## config.mk

```make
export PLATFORM = sky130hd
export DESIGN_NAME = cache_evt_uart_reporter
export DESIGN_NICKNAME = d
export VERILOG_FILES = /design/src/rtl/cache_evt_uart_reporter.sv
export SDC_FILE = /design/constraint.sdc
export NUM_CORES = 1
export LEC_CHECK = 0
export CORE_ASPECT_RATIO = 2
export CORE_MARGIN = 2
export CORE_UTILIZATION = 40
export DETAILED_ROUTE_END_ITERATION = 8
export GPL_ROUTABILITY_DRIVEN = 1
export PLACE_DENSITY_LB_ADDON = 0.05
export RECOVER_POWER = 50
export SLEW_MARGIN = 20
export SYNTH_ARGS = -nofsm -noshare
export SYNTH_HDL_FRONTEND = slang
export SYNTH_SLANG_ARGS = --single-unit
```

## constraint.sdc

```tcl
create_clock -name clk -period 8.1 [get_ports clk]
set_clock_uncertainty 0.2 [all_clocks]
set_input_delay 1.62 -clock clk [delete_from_list [all_inputs] [get_ports clk]]
set_output_delay 1.62 -clock clk [all_outputs]
set_load 0.05 [all_outputs]
```

## src/rtl/cache_evt_uart_reporter.sv

```systemverilog
// Cache-event counter bank: NUM_EVT saturating counters, frozen and dumped as an
// 8N1 UART frame (0xA5, counters MSB-first, 0x5A) on a rising edge of cpu_done.
module cache_evt_uart_reporter #(
    parameter int NUM_EVT      = 8,
    parameter int CNT_W        = 32,
    parameter int CLKS_PER_BIT = 868,
    parameter int EDGE_MODE    = 0
) (
    input  logic               clk,
    input  logic               rstn,
    input  logic [NUM_EVT-1:0] evt_i,
    input  logic               cpu_done,
    output logic               tx_data,
    output logic               busy_o,
    output logic               done_o,
    output logic [1:0]         state_o
);
    localparam int BPC       = CNT_W / 8;
    localparam int NUM_BYTES = 2 + NUM_EVT * BPC;
    localparam int IDX_W     = $clog2(NUM_BYTES);
    localparam int BAUD_W    = $clog2(CLKS_PER_BIT);
    localparam int BIT_W     = $clog2(10);
    localparam int CH_W      = (NUM_EVT > 1) ? $clog2(NUM_EVT) : 1;
    localparam int SUB_W     = (BPC > 1) ? $clog2(BPC) : 1;

    localparam logic [BAUD_W-1:0] BAUD_LAST = BAUD_W'(CLKS_PER_BIT - 1);
    localparam logic [BAUD_W-1:0] BAUD_PRE  = BAUD_W'(CLKS_PER_BIT - 2);
    localparam logic [IDX_W-1:0]  IDX_LAST  = IDX_W'(NUM_BYTES - 1);
    localparam logic [SUB_W-1:0]  SUB_LAST  = SUB_W'(BPC - 1);
    localparam logic [BIT_W-1:0]  BIT_DATA7 = BIT_W'(8);
    localparam logic [BIT_W-1:0]  BIT_STOP  = BIT_W'(9);
    localparam logic [CNT_W-1:0]  CNT_MAX   = '1;

    typedef enum logic [1:0] {
        ST_COUNT = 2'd0,
        ST_LOAD  = 2'd1,
        ST_SEND  = 2'd2,
        ST_DONE  = 2'd3
    } state_t;

    state_t             state_q, state_d;
    logic               cpu_done_q, cpu_done_prev_q;
    logic [NUM_EVT-1:0] evt_q;
    logic [CNT_W-1:0]   cnt_q [NUM_EVT];
    logic [7:0]         byte_q, byte_d;
    logic [BAUD_W-1:0]  baud_q, baud_d;
    logic [BIT_W-1:0]   bit_q, bit_d;
    logic [IDX_W-1:0]   idx_q, idx_d;
    logic [CH_W-1:0]    ch_q, ch_d;
    logic [SUB_W-1:0]   sub_q, sub_d;
    logic               tx_q, tx_d;
    logic               done_q, done_d;
    logic               clear_cnt;
    logic [NUM_EVT-1:0] inc;
    logic [7:0]         cnt_byte;
    logic [7:0]         load_byte;
    logic               dump_req;

    assign dump_req = cpu_done_q & ~cpu_done_prev_q;
    assign inc      = (EDGE_MODE != 0) ? (evt_i & ~evt_q) : evt_i;

    // ch_q/sub_q walk the frozen bank one byte at a time, most-significant byte first.
    always_comb begin
        cnt_byte = 8'h00;
        for (int i = 0; i < NUM_EVT; i++) begin
            for (int s = 0; s < BPC; s++) begin
                if (ch_q == CH_W'(i) && sub_q == SUB_W'(s)) begin
                    cnt_byte = cnt_q[i][(BPC-1-s)*8 +: 8];
                end
            end
        end
    end

    always_comb begin
        load_byte = cnt_byte;
        if (idx_q == '0) begin
            load_byte = 8'hA5;
        end else if (idx_q == IDX_LAST) begin
            load_byte = 8'h5A;
        end
    end

    always_comb begin
        state_d   = state_q;
        byte_d    = byte_q;
        baud_d    = baud_q;
        bit_d     = bit_q;
        idx_d     = idx_q;
        ch_d      = ch_q;
        sub_d     = sub_q;
        tx_d      = tx_q;
        done_d    = 1'b0;
        clear_cnt = 1'b0;
        case (state_q)
            ST_COUNT: begin
                tx_d = 1'b1;
                if (dump_req) begin
                    state_d = ST_LOAD;
                    idx_d   = '0;
                    ch_d    = '0;
                    sub_d   = '0;
                end
            end
            ST_LOAD: begin
                byte_d  = load_byte;
                tx_d    = 1'b0;
                baud_d  = '0;
                bit_d   = '0;
                state_d = ST_SEND;
            end
            ST_SEND: begin
                // LOAD takes the last cycle of a non-final stop bit, so leave one cycle early.
                if (bit_q == BIT_STOP && baud_q == BAUD_PRE && idx_q != IDX_LAST) begin
                    state_d = ST_LOAD;
                    idx_d   = idx_q + 1'b1;
                    if (idx_q != '0) begin
                        if (sub_q == SUB_LAST) begin
                            sub_d = '0;
                            ch_d  = ch_q + 1'b1;
                        end else begin
                            sub_d = sub_q + 1'b1;
                        end
                    end
                end else if (baud_q == BAUD_LAST) begin
                    baud_d = '0;
                    if (bit_q == BIT_STOP) begin
                        state_d = ST_DONE;
                        done_d  = 1'b1;
                        tx_d    = 1'b1;
                    end else begin
                        bit_d = bit_q + 1'b1;
                        tx_d  = (bit_q == BIT_DATA7) ? 1'b1 : byte_q[bit_q[2:0]];
                    end
                end else begin
                    baud_d = baud_q + 1'b1;
                end
            end
            ST_DONE: begin
                tx_d = 1'b1;
                if (!cpu_done) begin
                    state_d   = ST_COUNT;
                    clear_cnt = 1'b1;
                end
            end
            default: begin
                state_d = ST_COUNT;
                tx_d    = 1'b1;
            end
        endcase
    end

    always_ff @(posedge clk or negedge rstn) begin
        if (!rstn) begin
            state_q         <= ST_COUNT;
            cpu_done_q      <= 1'b0;
            cpu_done_prev_q <= 1'b0;
            evt_q           <= '0;
            byte_q          <= 8'h00;
            baud_q          <= '0;
            bit_q           <= '0;
            idx_q           <= '0;
            ch_q            <= '0;
            sub_q           <= '0;
            tx_q            <= 1'b1;
            done_q          <= 1'b0;
        end else begin
            state_q         <= state_d;
            cpu_done_q      <= cpu_done;
            cpu_done_prev_q <= cpu_done_q;
            evt_q           <= evt_i;
            byte_q          <= byte_d;
            baud_q          <= baud_d;
            bit_q           <= bit_d;
            idx_q           <= idx_d;
            ch_q            <= ch_d;
            sub_q           <= sub_d;
            tx_q            <= tx_d;
            done_q          <= done_d;
        end
    end

    always_ff @(posedge clk or negedge rstn) begin
        if (!rstn) begin
            for (int i = 0; i < NUM_EVT; i++) begin
                cnt_q[i] <= '0;
            end
        end else if (clear_cnt) begin
            for (int i = 0; i < NUM_EVT; i++) begin
                cnt_q[i] <= '0;
            end
        end else if (state_q == ST_COUNT) begin
            for (int i = 0; i < NUM_EVT; i++) begin
                if (inc[i] && cnt_q[i] != CNT_MAX) begin
                    cnt_q[i] <= cnt_q[i] + 1'b1;
                end
            end
        end
    end

    assign tx_data = tx_q;
    assign busy_o  = (state_q == ST_LOAD) || (state_q == ST_SEND);
    assign done_o  = done_q;
    assign state_o = state_q;

endmodule
```

==> results.toml, run 1 <==
[setup_path]
slowest_delay_ps = 1740
slowest_stage = "clkbuf_1"
worstPathCellList = "dlygate4sd3_1 -> nor2b_1 -> clkbuf_1 -> or4_1 -> nand4_2 -> or3_1 -> xnor2_1 -> nor2_1"
startpoint_type = "primary input"
arrival_ps = 5530
cp-end-kind = "register"
critPathMaxFanout = 47
cp.buffers_inverters = 2
cp_data_required_time_ps = 8290
critPathKind = "primary input to register"
cp_top_family = "buffers and inverters"

[detailed_routing]
routed_wl_mm = 60.2
wl_per_cell_um = 22.1
drt_pre_antenna_iters = 5
vias = 16300
initialDrtViolationCount = 1342
vias_per_cell = 5.96
ant_nets = 0
drc = 0

[die]
core_area_sq_um = 45600
die_h_um = 307
rows = 111
die-area_sq_um = 47600
ios = 16
start_util_pct = 40.2
die-width_um = 155

[yosys]
syn_area_sq_um = 18300
postSynthNetCount = 2214
synth-seq-cells = 295
synthFlopType = "dfrtp_1"
synth_seq_area_share_pct = 40.3
synthCells = 2173
synth-edff-count = 0
syn_area_per_cell_sq_um = 8.43
synth_warnings = 0
synth_cell_types = 83
synth_async_sr_flop_share_pct = 100

[placement]
placedCellCount = 2669
dp_hpwl_mm = 42.8
dp_slack_ps = 3720
place.gp.congestion = 0.982
port_buffers = 15

[cts]
ctsHoldBuffers = 0
cts.clk_slew.worst_paths_ps = 70
clkLatencyLatePin_ps = 610
clockRootBuffer = "clkbuf_16"
ctsResizeCount = 0
clock_sinks = 295
numCtsBuffers = 31
clockBufferDepth = 3
cts_setup_buffers = 0
htree_levels = 1
cts_tree = "built"

[cells_and_area]
fin_cells = 2728
fillers = 4551
drive_gt1_share_pct = 4.72
syn_to_final_growth_pct = 9.61
nNetsFinal = 2178

[sta]
finalCritPeriodShare_pct = 65.9
tightestPinTransition_ps = 4120
relSlewSlack_pct = -175
hold_slack_ps = 173
rsz0062_at_grt = "no"
period_minus_slack_ps = 5340
layout_setup_ws_ps = 2760
setup_violations = 0
tns_ps = 0
max_freq_ghz = 0.187
drv_slew = 187
hold_violations = 0

[global_routing]
grt_first_pass_wirelength_mm = 95.7
gr-usage-all-layers_pct = 25.4
grt_pass1_vias = 16000
antenna_found_initial = 0
grt_max_degree = 109
grt-ovfl-total = 0

[power]
power.density_nw_per_um2 = 243
vdd_drop_max_mv = 0.259
leakagePower_nw = 8.35

[min_path]
hold_class = "register to register"

[run_status]
outcome = "finished with violations"
violations = "max-capacitance violations, max-slew violations"

[job]
maxCapViolations = 4
==> where the power goes <==
group	switching, mW	internal (mW)
sequential	0.201	1.61
clock	0.661	0.981
combinational	1.02	0.415
==> placed cells by master, fill, tap and decap left out, types with 18 or more instances in the layout <==
cell type and instances:
clkbuf_16 31, ha_1 26, a31oi_1 18, nand3_1 139, nand4_1 84, inv_1 53, nand2_1 181, o22ai_1 20
and3_1 56, buf_4 19, or3_1 52, a21oi_1 119, nor2_1 311, a22oi_1 19, o21ai_0 123, nor3_1 59
dfrtp_1 294, and4_1 29, xor2_1 134, xnor2_1 80
==> final cells by class <==
cell class	count	area [sq um]	share of cell area, %
Antenna cell	1	2.50	0.0125
Clock buffer	41	873	4.35
Clock inverter	17	277	1.38
Inverter	54	203	1.01
Multi-Input combinational cell	1717	10300	51.4
Sequential cell	295	7380	36.8
Tap cell	565	707	3.52
Timing Repair Buffer	38	318	1.58
==> state kept, by name (all words and copies together), names as in the netlist, 2 cells and up <==
register and flops:
idx_q 6, sub_q 2, state_o 2, baud_q 10
ch_q 3, cnt_q 256, byte_q 8, bit_q 4
==> cells in the mapped netlist, types with 12 or more instances <==
cell      instances  area, sq um
a21oi_1         119          596
a221oi_1         12          105
o22ai_1          20          125
nand3_1         139          696
or3_1            52          325
xnor2_1          80          701
a211oi_1         13         97.6
nand2_1         181          679
and4_1           29          254
nor2b_1          16          100
dfrtp_1         294         7360
nand2b_1         13         81.3
clkbuf_1         83          312
buf_2            15         75.1
nor3_1           59          295
and3_1           56          350
o211ai_1         15          113
nand4_1          84          526
xor2_1          134         1170
nor2_1          311         1170
ha_1             30          375
inv_1            53          199
a31oi_1          18          113
o21ai_0         123          616
nor4_1           17          106
and2_1           15         93.8
a22oi_1          19          143
==> path summary, 6_finish.rpt <==
kind / start / to / slack [ps] / depth (start not counted)
worst max-delay path: cpu_done / cnt_q[127]$_DFFE_PN0P_ / 2760 / 8
worst min-delay path: cpu_done_q$_DFF_PN0_ / cpu_done_prev_q$_DFF_PN0_ / 170 / 0
worst min register to register: cpu_done_q$_DFF_PN0_ / cpu_done_prev_q$_DFF_PN0_ / 170 / 0
worst max register to register: state_o[0]$_DFFE_PN0P_ / cnt_q[127]$_DFFE_PN0P_ / 3680 / 8
max in group asynchronous: rstn / cnt_q[94]$_DFFE_PN0P_ / 2920 / 2
min in group asynchronous: rstn / baud_q[5]$_DFFE_PN0P_ / 2250 / 1
==> metrics by stage <==
step | utilization [%] | power, mW | area (sq um)
CTS | 44.1 | 4.93 | 20100
finish | 44.1 | 4.89 | 20100
floorplan | - | 2.70 | 18300
global route | 44.1 | 5.13 | 20100
global placement | 41.6 | 3.26 | 19000
detailed placement | 41.6 | 3.26 | 19000
==> routing by layer <==
metal	share of wire [%]	global-route usage [%]	routed length (um)
met5	0	0	0
met4	4.1	10.1	2450
met3	3.5	2.40	2090
met2	49	42.5	29300
met1	44	33.8	26300
==> cells by family after synthesis <==
logic type,Yosys count,synth area share [%]
and+or+nand+nor,1022,27.9
xor gates and xnor gates,214,10.2
buffers and inverters,161,3.44
AOI/OAI and AO/OA,443,15.5
muxes,8,0.580
adders and majority gates,30,2.05
DFF,295,40.3
Note: power is estimated with default switching activity, not from simulation.
==> run 2: changes to the inputs <==
clock period = 4.75 ns   (was 8.1 ns; I/O delays follow)
==> run 2 against run 1 <==
  * The run still ends with max-capacitance violations, max-slew violations left
  * Die area unchanged
  * Routed wire length rose by 0.88%
  * Sequential power increased by 72%
  * Critical path depth up 2
  * Sequential share of layout area fell by 0.17 points
  * Design area up 0.46%
  * Sequential cell count unchanged
==> results.toml, run 2 (synthesis results as in run 1) <==
[run_status]
outcome = "finished with violations"
violations = "max-capacitance violations, max-slew violations"

[detailed_routing]
wl_per_cell_um = 22.2
vias_per_cell = 5.99
ant_nets = 0
initialDrtViolationCount = 1230
vias = 16400
routed_wl_mm = 60.7
drt_pre_antenna_iters = 6
drc = 0

[setup_path]
cp-end-kind = "register"
worstPathCellList = "inv_1 -> ha_2 -> buf_4 -> nor2b_1 -> a22oi_1 -> nor2_1 -> nor4_1 -> o211ai_1 -> a211oi_1 -> o32ai_1"
arrival_ps = 4320
startpoint = "sub_q[0]$_DFFE_PN0P_"
regToRegStartpoint = "sub_q[0]$_DFFE_PN0P_"
startpoint_type = "register"
cp_data_required_time_ps = 4990
critPathMaxFanout = 24
slowest_delay_ps = 820
critPathKind = "register to register"
slowest_stage = "nor4_1"

[power]
power.density_nw_per_um2 = 417
p_int_mw = 5.19
vdd_drop_max_mv = 0.293
comb_power_share_pct = 29.5
pwr-share-clk_pct = 33.5
p_sw_share_pct = 38.4
p_switching_mw = 3.23
power_frac_seq_pct = 37.0
total_power_mw = 8.42
leakagePower_nw = 8.42

[global_routing]
grt-ovfl-total = 0
grt_pass1_vias = 16100
gr-usage-all-layers_pct = 25.5
grt_first_pass_wirelength_mm = 95.9
grt_max_degree = 95
antenna_found_initial = 1

[sta]
setup_violations = 0
period_minus_slack_ps = 4070
finalCritPeriodShare_pct = 85.8
tns_ps = 0
hold_violations = 0
rsz0062_at_grt = "no"
tightestPinTransition_ps = 2250
relSlewSlack_pct = -49.7
drv_slew = 142
max_freq_ghz = 0.245

[die]
ios = 16
die-area_sq_um = 47600
core_area_sq_um = 45600
rows = 111
start_util_pct = 40.2
die-width_um = 155
die_h_um = 307

[cells_and_area]
antenna_cells = 0
largest_register_ffs = 256
final_common_cell = "nor2_1"
layout_common_cells = "nor2_1, dfrtp_1, nand2_1"
syn_to_final_growth_pct = 10.1
regMostFlops = "cnt_q"
multi_input_area_sq_um = 10300
design_area_sq_um = 20200
fillers = 4593
register_area_sq_um = 7380
nNetsFinal = 2186
fin_cells = 2734
drive_gt1_share_pct = 5.39
reg_top3 = "cnt_q: 256 flops, baud_q: 10 flops, byte_q: 8 flops"

[min_path]
hold_class = "register to register"
holdCritStartpoint = "cpu_done_q$_DFF_PN0_"

[placement]
place_area_sq_um = 19000
placedCellCount = 2677
port_buffers = 15
dp_hpwl_mm = 43.5
place.gp.congestion = 0.938

[cts]
cts_setup_buffers = 0
ctsResizeCount = 0
numCtsBuffers = 31
htree_levels = 1
cts.clk_slew.worst_paths_ps = 70
clockBufferDepth = 3
clock_sinks = 295
cts_tree = "built"
ctsHoldBuffers = 0
clockRootBuffer = "clkbuf_16"
clkLatencyLatePin_ps = 600

[job]
maxCapViolations = 2
run 2: cell types whose count changed in the layout (fill, tap and decap cells not counted), sizes merged:
| cell | change |
|---|---|
| clkinv | +1 |
| buf | +9 |
| clkbuf | -2 |
| diode | -1 |
| clkinvlp | -1 |
run 2: worst paths after layout:
kind	cells past startpoint	endpoint	slack (ps)
max	10	byte_q[0]$_DFFE_PN0P_	680
min	0	cpu_done_prev_q$_DFF_PN0_	180
max reg2reg	10	byte_q[0]$_DFFE_PN0P_	680
min reg2reg	0	cpu_done_prev_q$_DFF_PN0_	180
max in group asynchronous	2	cnt_q[90]$_DFFE_PN0P_	1000
min in group asynchronous	1	baud_q[5]$_DFFE_PN0P_	820
run 2: worst max-delay path, delay by kind of cell, from the launching register on:
kind,cells,cell delay (ps)
adder cells (fa/ha/maj),1,520
buffers and inverters,2,440
AND/OR/NAND/NOR,3,1150
flip-flops,1,440
AO/OA/AOI/OAI,4,1170
run 2: per-layer routing:
metal	track usage, %	part of all wire, %	wire (um)	vias up
li1	-	-	-	7795
met1	34.1	43	26200	8015
met2	42.8	49	29600	448
met3	2.18	4.0	2450	112
met4	9.67	4.0	2410	0
met5	0	0	0	-
run 2: layout make-up:
cell class                      count  share of cell area, %
Tap cell                          565                   3.50
Clock buffer                       40                   4.41
Inverter                           54                   1.00
Timing Repair Buffer               46                   1.92
Clock inverter                     17                   1.38
Sequential cell                   295                   36.6
Multi-Input combinational cell   1717                   51.2
run 2: metrics by stage:
step | hold slack [ps] | utilization, % | setup WS [ps]
3_3_place_gp | 170 | 41.8 | 806
5_1_grt | 199 | 44.3 | 379
3_5_place_dp | 161 | 41.8 | 816
4_1_cts | 186 | 44.4 | 777
6_report | 179 | 44.3 | 676
2_1_floorplan | 149 | - | 1970
run 2: power groups by stage:
stage,logic (mW),clock network [mW],registers [mW]
5_1_grt,2.70,2.99,3.15
3_3_place_gp,2.45,0,3.16
4_1_cts,2.47,2.89,3.11
6_report,2.48,2.82,3.11
3_5_place_dp,2.46,0,3.16
2_1_floorplan,1.56,0,3.05
